### src/rtl/float_stream_pkg.sv
// Shared constants and helpers for the float stream joiner and its FIFOs.
package float_stream_pkg;

  localparam int FLOAT_W = 32;

  function automatic int level_w(input int depth);
    return $clog2(depth) + 1;
  endfunction

  function automatic logic xfer(input logic stb, input logic ack);
    return stb & ack;
  endfunction

endpackage

### src/rtl/float_stream_joiner_if.sv
// Operand/pair handshake bundle for float_stream_joiner.
interface float_stream_joiner_if
  import float_stream_pkg::*;
#(
  parameter int DATA_W = FLOAT_W,
  parameter int DEPTH  = 4
);
  localparam int LW = level_w(DEPTH);

  logic [DATA_W-1:0] i_A;
  logic              i_A_STB;
  logic              o_A_ACK;
  logic [DATA_W-1:0] i_B;
  logic              i_B_STB;
  logic              o_B_ACK;
  logic [DATA_W-1:0] o_A;
  logic [DATA_W-1:0] o_B;
  logic              o_AB_STB;
  logic              i_AB_ACK;
  logic [LW-1:0]     o_A_LEVEL;
  logic [LW-1:0]     o_B_LEVEL;

  modport master (
    input  i_A, i_A_STB, i_B, i_B_STB, i_AB_ACK,
    output o_A_ACK, o_B_ACK, o_A, o_B, o_AB_STB, o_A_LEVEL, o_B_LEVEL
  );

  modport slave (
    output i_A, i_A_STB, i_B, i_B_STB, i_AB_ACK,
    input  o_A_ACK, o_B_ACK, o_A, o_B, o_AB_STB, o_A_LEVEL, o_B_LEVEL
  );

endinterface

### src/rtl/stb_ack_fifo.sv
// Fall-through FIFO with stb/ack write side; ack is a flop that drops once full.
module stb_ack_fifo
  import float_stream_pkg::*;
#(
  parameter int DATA_W = FLOAT_W,
  parameter int DEPTH  = 4,
  localparam int LW    = level_w(DEPTH),
  localparam int AW    = $clog2(DEPTH)
) (
  input  logic              clk,
  input  logic              rst,
  input  logic [DATA_W-1:0] wr_data,
  input  logic              wr_stb,
  output logic              wr_ack,
  output logic [DATA_W-1:0] rd_data,
  input  logic              rd_pop,
  output logic [LW-1:0]     level,
  output logic [LW-1:0]     level_nxt
);

  logic [DATA_W-1:0] mem [DEPTH];
  logic [AW-1:0]     wr_ptr;
  logic [AW-1:0]     rd_ptr;
  logic              push;
  logic              pop;

  assign push    = xfer(wr_stb, wr_ack);
  assign pop     = rd_pop && (level != '0);
  assign rd_data = mem[rd_ptr];

  always_comb begin
    level_nxt = level;
    if (push && !pop)      level_nxt = level + 1'b1;
    else if (pop && !push) level_nxt = level - 1'b1;
  end

  // Pointers wrap naturally because DEPTH is a power of two.
  always_ff @(posedge clk or posedge rst) begin
    if (rst) begin
      wr_ptr <= '0;
      rd_ptr <= '0;
      level  <= '0;
      wr_ack <= 1'b1;
    end else begin
      if (push) wr_ptr <= wr_ptr + 1'b1;
      if (pop)  rd_ptr <= rd_ptr + 1'b1;
      level  <= level_nxt;
      wr_ack <= (level_nxt != LW'(DEPTH));
    end
  end

  always_ff @(posedge clk) begin
    if (push) mem[wr_ptr] <= wr_data;
  end

endmodule

### src/rtl/float_stream_joiner.sv
// Pairs two buffered float streams; optional pair counter under FLOAT_JOINER_PAIR_CNT_EN.
module float_stream_joiner
  import float_stream_pkg::*;
#(
  parameter int DATA_W = FLOAT_W,
  parameter int DEPTH  = 4,
  localparam int LW    = level_w(DEPTH)
) (
  input  logic i_CLK,
  input  logic i_RST,
  float_stream_joiner_if.master bus
`ifdef FLOAT_JOINER_PAIR_CNT_EN
  ,
  output logic [31:0] o_PAIR_CNT
`endif
);

  logic          pair_stb;
  logic          pop;
  logic [LW-1:0] a_level_nxt;
  logic [LW-1:0] b_level_nxt;

  assign pop          = xfer(pair_stb, bus.i_AB_ACK);
  assign bus.o_AB_STB = pair_stb;

  stb_ack_fifo #(.DATA_W(DATA_W), .DEPTH(DEPTH)) u_fifo_a (
    .clk       (i_CLK),
    .rst       (i_RST),
    .wr_data   (bus.i_A),
    .wr_stb    (bus.i_A_STB),
    .wr_ack    (bus.o_A_ACK),
    .rd_data   (bus.o_A),
    .rd_pop    (pop),
    .level     (bus.o_A_LEVEL),
    .level_nxt (a_level_nxt)
  );

  stb_ack_fifo #(.DATA_W(DATA_W), .DEPTH(DEPTH)) u_fifo_b (
    .clk       (i_CLK),
    .rst       (i_RST),
    .wr_data   (bus.i_B),
    .wr_stb    (bus.i_B_STB),
    .wr_ack    (bus.o_B_ACK),
    .rd_data   (bus.o_B),
    .rd_pop    (pop),
    .level     (bus.o_B_LEVEL),
    .level_nxt (b_level_nxt)
  );

  // Pair valid is registered from the next-state levels so it comes straight from a flop.
  always_ff @(posedge i_CLK or posedge i_RST) begin
    if (i_RST) pair_stb <= 1'b0;
    else       pair_stb <= (a_level_nxt != '0) && (b_level_nxt != '0);
  end

`ifdef FLOAT_JOINER_PAIR_CNT_EN
  always_ff @(posedge i_CLK or posedge i_RST) begin
    if (i_RST)    o_PAIR_CNT <= '0;
    else if (pop) o_PAIR_CNT <= o_PAIR_CNT + 32'd1;
  end
`endif

endmodule
### src/flat_wrapper.sv
// flat-port wrapper written by rule: the top's interface ports become plain ports
module float_stream_joiner_flat import float_stream_pkg::*;
#(
  parameter int DATA_W = FLOAT_W,
  parameter int DEPTH  = 4,
  localparam int LW    = level_w(DEPTH)
)
  (i_CLK, i_RST, bus_i_A, bus_i_A_STB, bus_i_B, bus_i_B_STB, bus_i_AB_ACK, bus_o_A_ACK, bus_o_B_ACK, bus_o_A, bus_o_B, bus_o_AB_STB, bus_o_A_LEVEL, bus_o_B_LEVEL);
  float_stream_joiner_if #(.DATA_W(DATA_W), .DEPTH(DEPTH)) bus_i ();
  input  logic i_CLK;
  input  logic i_RST;
  input wire logic [$bits(bus_i.i_A)-1:0] bus_i_A;
  input wire logic [$bits(bus_i.i_A_STB)-1:0] bus_i_A_STB;
  input wire logic [$bits(bus_i.i_B)-1:0] bus_i_B;
  input wire logic [$bits(bus_i.i_B_STB)-1:0] bus_i_B_STB;
  input wire logic [$bits(bus_i.i_AB_ACK)-1:0] bus_i_AB_ACK;
  output wire logic [$bits(bus_i.o_A_ACK)-1:0] bus_o_A_ACK;
  output wire logic [$bits(bus_i.o_B_ACK)-1:0] bus_o_B_ACK;
  output wire logic [$bits(bus_i.o_A)-1:0] bus_o_A;
  output wire logic [$bits(bus_i.o_B)-1:0] bus_o_B;
  output wire logic [$bits(bus_i.o_AB_STB)-1:0] bus_o_AB_STB;
  output wire logic [$bits(bus_i.o_A_LEVEL)-1:0] bus_o_A_LEVEL;
  output wire logic [$bits(bus_i.o_B_LEVEL)-1:0] bus_o_B_LEVEL;
  assign bus_i.i_A = bus_i_A;
  assign bus_i.i_A_STB = bus_i_A_STB;
  assign bus_i.i_B = bus_i_B;
  assign bus_i.i_B_STB = bus_i_B_STB;
  assign bus_i.i_AB_ACK = bus_i_AB_ACK;
  assign bus_o_A_ACK = bus_i.o_A_ACK;
  assign bus_o_B_ACK = bus_i.o_B_ACK;
  assign bus_o_A = bus_i.o_A;
  assign bus_o_B = bus_i.o_B;
  assign bus_o_AB_STB = bus_i.o_AB_STB;
  assign bus_o_A_LEVEL = bus_i.o_A_LEVEL;
  assign bus_o_B_LEVEL = bus_i.o_B_LEVEL;
  float_stream_joiner #(.DATA_W(DATA_W), .DEPTH(DEPTH)) u_core (.i_CLK(i_CLK), .i_RST(i_RST), .bus(bus_i));
endmodule
### config.mk
export PLATFORM = sky130hd
export DESIGN_NAME = float_stream_joiner_flat
export DESIGN_NICKNAME = d
export VERILOG_FILES = /design/src/rtl/float_stream_pkg.sv /design/src/rtl/float_stream_joiner_if.sv /design/src/rtl/stb_ack_fifo.sv /design/src/rtl/float_stream_joiner.sv /design/src/flat_wrapper.sv
export SDC_FILE = /design/constraint.sdc
export NUM_CORES = 1
export LEC_CHECK = 0
export ABC_AREA = 1
export CAP_MARGIN = 20
export CELL_PAD_IN_SITES_DETAIL_PLACEMENT = 0
export CELL_PAD_IN_SITES_GLOBAL_PLACEMENT = 1
export CORE_MARGIN = 3
export CORE_UTILIZATION = 30
export DETAILED_ROUTE_END_ITERATION = 6
export PLACE_DENSITY_LB_ADDON = 0.1
export SYNTH_ARGS = -nofsm -noshare
export SYNTH_HDL_FRONTEND = slang
export SYNTH_SLANG_ARGS = --single-unit
### constraint.sdc
create_clock -name i_CLK -period 2.3 [get_ports i_CLK]
set_input_delay 0.23 -clock i_CLK [delete_from_list [all_inputs] [get_ports i_CLK]]
set_output_delay 0.23 -clock i_CLK [all_outputs]
set_load 0.05 [all_outputs]
==> summary.md, run 1 <==
| Metric | Value |
|---|---|
| Cell Rows | 67 |
| Synthesized Nets | 832 |
| Sequential-to-total area share from yosys stat | 0.772 |
| ANT cells | 0 |
| Power Density | around 1700 mW/mm2 |
| Total power | 23.4 mW |
| Worst Path Arrival | roughly 2.0 ns |
| Vias | between 6000 and 7000 |
| Flop-to-flop setup slack | about 0.48 ns |
| Layout Skew | 0.0194 ns |
| Main synth FF type | edfxtp_1 |
| Largest net degree at the start of global routing | 66 |
| Resized cells post-CTS | 8 |
| Initial antenna violation count | 2 |
| Number of nets in the layout | 989 |
| WP buf/inv | 3 |
| CTS tree | yes |
| Hold_buf cts | 0 |
| Wire per inst | 18.7 um |
| Relative slew margins | 0.471 |
| Switching share of power | 0.413 |
| Port Buf Inserts | roughly 140 |
| Gpl congestion | 0.689 |
| Status | complete, no violations |
| CP max stage delay | ~0.47 ns |
| Gate count of the mapped netlist | 749 |
| GRT Util Overall | 0.135 |
| Slew Limit Fails | 0 |
| Worst VDD drop | 0.000957 V |
| Via density | 4.68 |
| Depth of the CTS H-tree | 1 |
| CP max FO | 18 |
| Reg clk slew, reported paths | 0.06 ns |
| Post-route clock period utilization | 0.949 |
| Clk_lat worst skew | 0.56 ns |
| Routed Antenna Nets | 0 |
| Combinational power share | 0.498 |
| Post-route minimum period | roughly 2.2 ns |
| Number of synthesized flops with an enable pin | 256 |
| Ports | 142 |
| Synth warn | 0 |
| Die width | 193 um |
| Clock root cell | clkbuf_16 |
| DRC | 0 |
| Drt pass-1 iters | 4 |
| Hold Vio Cnt, Final | 0 |
| Critical path startpoint category | flip-flop |
| Met3 Use GR | 0.0355 |
| Required time worst endpoint | between 2 and 2.5 ns |
| HP Class | in2async |
| NetSw | 9.65 mW |
| Setup crit end kind | primary output |
| Grt total ovfl | 0 |
| Critical Path, Cell by Cell | inv_1, buf_4, o21ai_0, o22ai_1, buf_12 |
| Maximum clock path buffer count | 3 |
| Syn_area_per_cell | 14.0 um2 |
| CORE AREA | about 0.034 mm2 |
| Vias in the first global route | 6674 |
| Post-synthesis cell area | ~0.011 mm2 |
| Die Y | about 190 um |
| Clock sink total | 273 |
| Sequential power share | 0.297 |
| Total CTS buffers | 31 |
| Maxcap violations | 0 |
| First-pass GRT wire length | 39900 um |
| Final setup vio count | 0 |
| Initial DRC count | roughly 300 |
| Flops & latches, synth | ~270 |
| Routing usage on met2 | 0.233 |
| LEAKAGE | 4.92 nW |
| Yosys cell types | 23 |
| Final Util | 0.415 |
| Post-CTS Setup Repair Bufs | 0 |
| Final HPWL DP | 15300 um |
| Area growth syn-to-layout | 34.2% |
| Crit path kind | reg2out |
| Fmax | ~460 MHz |
| Worst-Margin Slew | 0.793 ns |
| Die area | 0.0373 mm2 |
| Clock group share of total power | 0.204 |
| Starting Density | 0.309 |
| Worst path slowest cell | dfrtp_2 |
| FFs w/ async S/R, synth | 0.0623 |
| P_int | 13.7 mW |
| Share of layout cells above drive strength 1 | 0.191 |
| Routed WL | 25700 um |
| Critical path's top delay family | buffers and inverters |
| Met1 Resource Use GR | 0.171 |
| GR peak layer | met2 |
sequential cells by signal (all words and copies together) (netlist names), 2 cells and up:
| register | cells |
|---|---|
| u_core.u_fifo_b.mem | 128 |
| u_core.u_fifo_a.mem | 128 |
| u_core.u_fifo_a.level | 3 |
| u_core.u_fifo_a.wr_ptr | 2 |
| u_core.u_fifo_b.level | 3 |
| u_core.u_fifo_a.rd_ptr | 2 |
| u_core.u_fifo_b.wr_ptr | 2 |
| u_core.u_fifo_b.rd_ptr | 2 |
final timing paths:
| check | cells after the start | from | end |
|---|---|---|---|
| hold / removal | 2 | i_RST | u_core.u_fifo_a.level[2] |
| max in group asynchronous | 2 | i_RST | u_core.u_fifo_a.rd_ptr[0] |
| setup / recovery | 5 | u_core.u_fifo_a.rd_ptr[1] | bus_o_A[1] |
| hold reg to reg | 2 | u_core.u_fifo_b.level[1] | u_core.u_fifo_b.level[1] |
| min in group i_CLK | 1 | bus_i_B[18] | u_core.u_fifo_b.mem[2][18] |
| setup reg to reg | 13 | u_core.u_fifo_a.level[0] | u_core.bus.o_AB_STB |
power by group through the flow:
stage | logic (mW) | registers, mW | clock network [mW]
floorplan | 6.33 | 7.21 | 0
global placement | 11.6 | 7.01 | 0
detailed placement | 11.7 | 7.05 | 0
CTS | 11.8 | 6.95 | 4.92
global route | 12.5 | 7.04 | 5.16
finish | 11.7 | 6.95 | 4.78
cells in the mapped netlist, drive strengths merged (4+ instances only):
master,number,share of area
o21ai,130,0.062
xor2,4,0.0033
dfrtp,15,0.036
nand2,30,0.014
inv,32,0.011
nor2,150,0.055
ha,14,0.017
o22ai,64,0.038
buf,20,0.013
clkbuf,20,0.0071
edfxtp,256,0.73
nand3,8,0.0048
metal layers:
metal  part of all wire  wire [um]  vias up
li1                   -          -     3062
met1               0.42      10800     3150
met2               0.49      12700      167
met3              0.063       1630       49
met4              0.024        609        4
met5            0.00093         24        -
cells in the final DEF (no fill, tap or decap):
cell type	instances
buf_12	53
buf_4	34
bufinv_16	4
clkbuf_1	5
clkbuf_16	31
clkdlybuf4s50_1	77
clkinv_1	6
clkinv_2	4
clkinv_4	1
clkinvlp_4	3
dfrtp_1	12
dfrtp_2	3
dfstp_2	2
edfxtp_1	256
ha_1	14
inv_1	29
inv_2	1
inv_4	1
inv_6	1
nand2_1	20
nand2_2	8
nand2_4	2
nand3_1	6
nand3_2	2
nand3b_1	2
nor2_1	138
nor2_2	2
nor2_4	10
o21ai_0	130
o22ai_1	49
o22ai_2	15
xnor2_1	2
xor2_1	4
final cells by class:
| type | instances | area, um2 |
|---|---|---|
| clock buffer | 36 | 795 |
| timing repair buffer | 164 | 2090 |
| multi-input combinational | 404 | 2230 |
| inverter | 32 | 124 |
| tap | 448 | 561 |
| clock inverter | 18 | 198 |
| sequential | 273 | 8120 |
| fill | 3133 | 19900 |
cell families (layout without fill, tap and decap cells):
group / after synthesis / after routing / share of synthesized area
flip-flops: 273 / 273 / 0.772
AND/OR/NAND/NOR: 190 / 190 / 0.0757
adder cells (fa/ha/maj): 14 / 14 / 0.0167
buffers and inverters: 72 / 250 / 0.0312
XOR/XNOR: 6 / 6 / 0.00500
AO/OA/AOI/OAI: 194 / 194 / 0.0999
per-stage QoR:
stage                     TNS [ns]  setup WS (ns)  cells  hold WS, ns  cell area [um2]
after CTS                        0        0.00163   1375        0.139            14100
after detailed placement         0          0.469   1321        0.593            13000
final                            0          0.117   1375        0.126            14100
after global routing      -0.00667       -0.00667   1375        0.182            14100
after global placement           0          0.517   1321        0.578            13000
after floorplan             -46.15         -0.361    749        0.155            10500
Power figures use the tool's default switching activity.
==> inputs of run 2 (changes only) <==
Settings changed: MAX_ROUTING_LAYER from default to met4.
==> summary.md, run 2 (synthesized netlist as in run 1, its figures left out) <==
| Metric | Value |
|---|---|
| Ports | 142 |
| Number of nets in the layout | 989 |
| Area taken by multi-input logic gates | 0.00223 mm2 |
| Hold Vio Cnt, Final | 0 |
| Post-DP Area | 0.0130 mm2 |
| Setup TNS | 0 ns |
| Layout Skew | 0.0155 ns |
| HP Class | in2async |
| Most frequent cells in the layout | edfxtp_1 (256), nor2_1 (138), o21ai_0 (130) |
| Wire per inst | around 19 um |
| Relative slew margins | 0.470 |
| Worst-Margin Slew | 0.794 ns |
| First-pass GRT wire length | 39900 um |
| Sequential power share | 0.297 |
| Most common cell after layout, fill and taps aside | edfxtp_1 |
| Combinational power share | 0.498 |
| P_int | 13.7 mW |
| Drt pass-1 iters | 4 |
| Critical Path, Cell by Cell | inv_1, buf_4, o21ai_0, o22ai_1, buf_12 |
| CP max FO | 18 |
| Setup crit end kind | primary output |
| Clock sink total | 273 |
| Vias in the first global route | 6671 |
| Die Y | just under 200 um |
| Largest net degree at the start of global routing | 66 |
| Clock root cell | clkbuf_16 |
| Area growth syn-to-layout | 34.2% |
| Clock group share of total power | 0.204 |
| Routed WL | between 20000 and 30000 um |
| Final HPWL DP | 15300 um |
| Worst Path Arrival | 1.95 ns |
| Worst path slowest cell | dfrtp_2 |
| Switching share of power | 0.412 |
| Depth of the CTS H-tree | 1 |
| Clk_lat worst skew | 0.56 ns |
| Top Registers | u_core.u_fifo_a.mem x128, u_core.u_fifo_b.mem x128 |
| Die width | approximately 190 um |
| Critical path startpoint category | flip-flop |
| Required time worst endpoint | 2.07 ns |
| Status | complete, no violations |
| Initial antenna violation count | 2 |
| GRT Util Overall | 0.139 |
| Routed Antenna Nets | 0 |
| Power Density | around 1700 mW/mm2 |
| Maxcap violations | 0 |
| Cell Rows | 67 |
| Worst VDD drop | between 0.0009 and 0.001 V |
| Maximum clock path buffer count | 3 |
| Slew Limit Fails | 0 |
| Vias | about 6400 |
| Share of layout cells above drive strength 1 | 0.191 |
| Final setup vio count | 0 |
| CTS tree | yes |
| Grt total ovfl | 0 |
| LEAKAGE | 4.92 nW |
| DRC | 0 |
| Filler cell count | 3132 |
| CP max stage delay | 0.47 ns |
| Register area | about 0.0081 mm2 |
| Reg clk slew, reported paths | about 0.06 ns |
| Gpl congestion | 0.696 |
| NetSw | approximately 9.6 mW |
| Total CTS buffers | 31 |
| Post-route clock period utilization | 0.950 |
| Via density | 4.68 |
| CORE AREA | roughly 0.034 mm2 |
| Die area | 0.0373 mm2 |
| Post-route minimum period | 2.18 ns |
| Crit path kind | reg2out |
| Starting Density | 0.309 |
| Initial DRC count | 273 |
| Post-route cell area | ~0.014 mm2 |
| Fmax | 458 MHz |
| Port Buf Inserts | roughly 140 |
[run 2: power groups by stage]
stage	clock (mW)	sequential [mW]	combinational, mW
floorplan	0	7.21	6.33
global placement	0	7.01	11.6
detailed placement	0	7.05	11.7
CTS	4.92	6.95	11.8
global route	5.15	7.04	12.5
finish	4.78	6.95	11.6
[run 2: critical path: cells and delay by family (launching register included)]
kind,cells,cell delay [ns]
buffers and inverters,3,0.52
flip-flops,1,0.47
AO/OA/AOI/OAI,2,0.41
[run 2: repair_timing]
action	4_1_cts	5_1_grt
gates resized for setup	8	10
endpoints found under the setup margin	8	31
hold buffers	0	0
pin swaps	0	0
setup buffers	0	0
[run 2: per-layer routing]
metal | wire, um | part of all wire | global-route usage
met3 | 1620 | 0.063 | 0.0348
met5 | 0 | 0 | -
met4 | 601 | 0.023 | 0.0338
met2 | 12700 | 0.49 | 0.233
met1 | 10800 | 0.42 | 0.171
[run 2: final timing paths]
check,slack [ns],cells after the start,start,to
min in group i_CLK,0.30,1,bus_i_B[18],u_core.u_fifo_b.mem[2][18]
hold reg to reg,0.61,2,u_core.u_fifo_b.level[1],u_core.u_fifo_b.level[1]
setup reg to reg,0.48,13,u_core.u_fifo_a.level[0],u_core.bus.o_AB_STB
max in group asynchronous,1.62,2,i_RST,u_core.u_fifo_a.rd_ptr[0]
hold / removal,0.13,2,i_RST,u_core.u_fifo_a.level[2]
setup / recovery,0.12,5,u_core.u_fifo_a.rd_ptr[1],bus_o_A[1]
[run 2: final cells by class]
type,count,area share
diodes,2,0.000355
clock buffers,36,0.0563
clock inverters,18,0.0140
inverters,32,0.00878
multi-input cells,404,0.158
flip-flops and latches,273,0.575
well taps,448,0.0397
repair buffers,164,0.148
[run 2: through the flow]
| step | setup slack (ns) | hold WS [ns] | util | power [mW] | cells |
|---|---|---|---|---|---|
| final | 0.116 | 0.127 | 0.415 | 23.4 | 1377 |
| after global routing | -0.00783 | 0.182 | 0.415 | 24.7 | 1377 |
| after floorplan | -0.361 | 0.155 | - | 13.5 | 749 |
| after global placement | 0.517 | 0.578 | 0.383 | 18.6 | 1321 |
| after CTS | 0.00163 | 0.139 | 0.413 | 23.7 | 1375 |
| after detailed placement | 0.469 | 0.593 | 0.383 | 18.8 | 1321 |
==> inputs of run 3 (changes only) <==
Settings changed: CELL_PAD_IN_SITES_DETAIL_PLACEMENT 0 to default, CELL_PAD_IN_SITES_GLOBAL_PLACEMENT 1 to default, PLACE_DENSITY_LB_ADDON 0.1 to default.
==> summary.md, run 3 (synthesized netlist as in run 1, its figures left out) <==
| Metric | Value |
|---|---|
| Status | complete, no violations |
| Relative slew margins | 0.528 |
| First-pass GRT wire length | 36700 um |
| CORE AREA | around 0.034 mm2 |
| GRT Util Overall | 0.125 |
| R2R Path Start | u_core.u_fifo_a.level[0] |
| LEAKAGE | approximately 5.0 nW |
| Gpl congestion | between 0.7 and 0.8 |
| Worst Setup EP | bus_o_B[26] |
| Clk_lat worst skew | 0.53 ns |
| Routed WL | 23500 um |
| Crit path depth | 5 |
| Worst Path Arrival | 1.98 ns |
| CP max FO | 65 |
| Cell Rows | 67 |
| Vias | approximately 6300 |
| Top Registers | u_core.u_fifo_a.mem x128, u_core.u_fifo_b.mem x128 |
| Setup TNS | 0 ns |
| Crit path kind | reg2out |
| Share of layout cells above drive strength 1 | 0.181 |
| Area taken by multi-input logic gates | 0.00220 mm2 |
| Starting Density | 0.309 |
| Fmax | 452 MHz |
| Die width | 193 um |
| WP buf/inv | 3 |
| GR peak layer | met2 |
| Critical path's top delay family | buffers and inverters |
| Post-route minimum period | 2.21 ns |
| HP Class | in2async |
| Required time worst endpoint | 2.07 ns |
| Most common cell after layout, fill and taps aside | edfxtp_1 |
| Depth of the CTS H-tree | 1 |
| Final HPWL DP | 13900 um |
| Critical Path, Cell by Cell | inv_2, buf_12, o21ai_0, o22ai_1, buf_12 |
| Post-route clock period utilization | 0.962 |
| Worst path slowest cell | dfrtp_2 |
| Non-Filler Instances | 1374 |
| Setup crit end kind | primary output |
| Register area | a little over 0.008 mm2 |
| CTS tree | yes |
| Number of nets in the layout | 985 |
| Crit path from | u_core.u_fifo_b.rd_ptr[0] |
| Die Y | 193 um |
| Clock root cell | clkbuf_16 |
| Slew Limit Fails | 0 |
| Total power | 23.9 mW |
| Critical path startpoint category | flip-flop |
| FF-to-FF End | u_core.bus.o_AB_STB |
| Via density | 4.61 |
| Port Buf Inserts | 141 |
| Met3 Use GR | 0.0344 |
| Maximum clock path buffer count | 3 |
| Routing usage on met2 | 0.192 |
| Largest net degree at the start of global routing | 66 |
| Hold_buf cts | 0 |
| DRC | 0 |
| Worst-Margin Slew | 0.707 ns |
| Most Frequent Cell on Critical Path | buf_12 |
| Total CTS buffers | 29 |
| Drt pass-1 iters | 5 |
| Ports | 142 |
| Power Density | 1670 mW/mm2 |
| Reg clk slew, reported paths | about 0.060 ns |
| Vias in the first global route | ~6300 |
| Hold Vio Cnt, Final | 0 |
| Worst VDD drop | 0.00105 V |
| Routed Antenna Nets | 0 |
| Post-CTS Setup Repair Bufs | 0 |
| RSZ-0062 raised after global routing | false |
| Layout Skew | 0.0190 ns |
| Maxcap violations | 0 |
| Most frequent cells in the layout | edfxtp_1 (256), nor2_1 (138), o21ai_0 (130) |
| Initial antenna violation count | 2 |
| Initial DRC count | 309 |
| CP max stage delay | approximately 0.43 ns |
| Met1 Resource Use GR | 0.168 |
| Wire per inst | roughly 17 um |
| Die area | 0.0373 mm2 |
| Area growth syn-to-layout | 36.1% |
| Clock sink total | 273 |
| Reg2Reg Depth | 13 |
| Grt total ovfl | 0 |
| Final setup vio count | 0 |
| Filler cell count | approximately 3100 |
| Flop-to-flop setup slack | 0.53 ns |
| Placed cell count | 1319 |
-- run 3: where the power goes --
| group | total [mW] | switching [mW] | internal (mW) |
|---|---|---|---|
| logic | 12.4 | 7.46 | 4.98 |
| clock network | 4.56 | 1.81 | 2.75 |
| registers | 6.92 | 0.310 | 6.61 |
| total | 23.9 | 9.58 | 14.3 |
-- run 3: layout make-up --
class                      instances  share of cell area
antenna                            2            0.000350
inverter                          32             0.00839
clock buffer                      34              0.0520
sequential                       273               0.567
tap                              448              0.0392
multi-input combinational        404               0.153
timing repair buffer             162               0.166
clock inverter                    19              0.0135
-- run 3: how the worst min path moves through the flow --
| stage | start | to | slack (ns) |
|---|---|---|---|
| 4_1_cts | i_RST | u_core.u_fifo_a.rd_ptr[1] | 0.13 |
| 5_1_grt | i_RST | u_core.u_fifo_b.wr_ptr[1] | 0.16 |
| 6_report | i_RST | u_core.u_fifo_b.wr_ptr[1] | 0.11 |
| 3_5_place_dp | u_core.u_fifo_a.level[0] | u_core.u_fifo_a.level[0] | 0.60 |
| 2_1_floorplan | i_RST | u_core.bus.o_AB_STB | 0.15 |
| 3_3_place_gp | u_core.u_fifo_a.level[0] | u_core.u_fifo_a.level[0] | 0.59 |
-- run 3: what timing repair did --
action                     CTS  global route
setup endpoints to repair    0             9
gates resized for setup      0            11
hold endpoints to repair     0             0
-- run 3: worst reg2reg max path, cell delays in order (launching register included) --
cell	delay, ns
dfrtp_1	0.41
inv_1	0.08
ha_1	0.20
ha_1	0.22
inv_1	0.06
nand3_1	0.10
nand2_2	0.15
nand2_1	0.07
nand2_1	0.07
nand2_2	0.06
nor2_2	0.11
nand2_1	0.06
nand2_1	0.06
inv_1	0.04
-- run 3: per-stage QoR --
| step | setup slack, ns | utilization | area, um2 | hold slack (ns) |
|---|---|---|---|---|
| finish | 0.0880 | 0.421 | 14300 | 0.107 |
| global route | 0.00477 | 0.421 | 14300 | 0.163 |
| CTS | 0.00293 | 0.418 | 14200 | 0.126 |
| detailed placement | 0.499 | 0.391 | 13300 | 0.599 |
| global placement | 0.512 | 0.391 | 13300 | 0.590 |
| floorplan | -0.361 | - | 10500 | 0.155 |
-- run 3: layer usage --
layer / vias to the layer above / wire length [um]
met5: - / 0
met4: 0 / 422
met3: 38 / 1420
met2: 152 / 11000
met1: 3077 / 10700
li1: 3064 / -
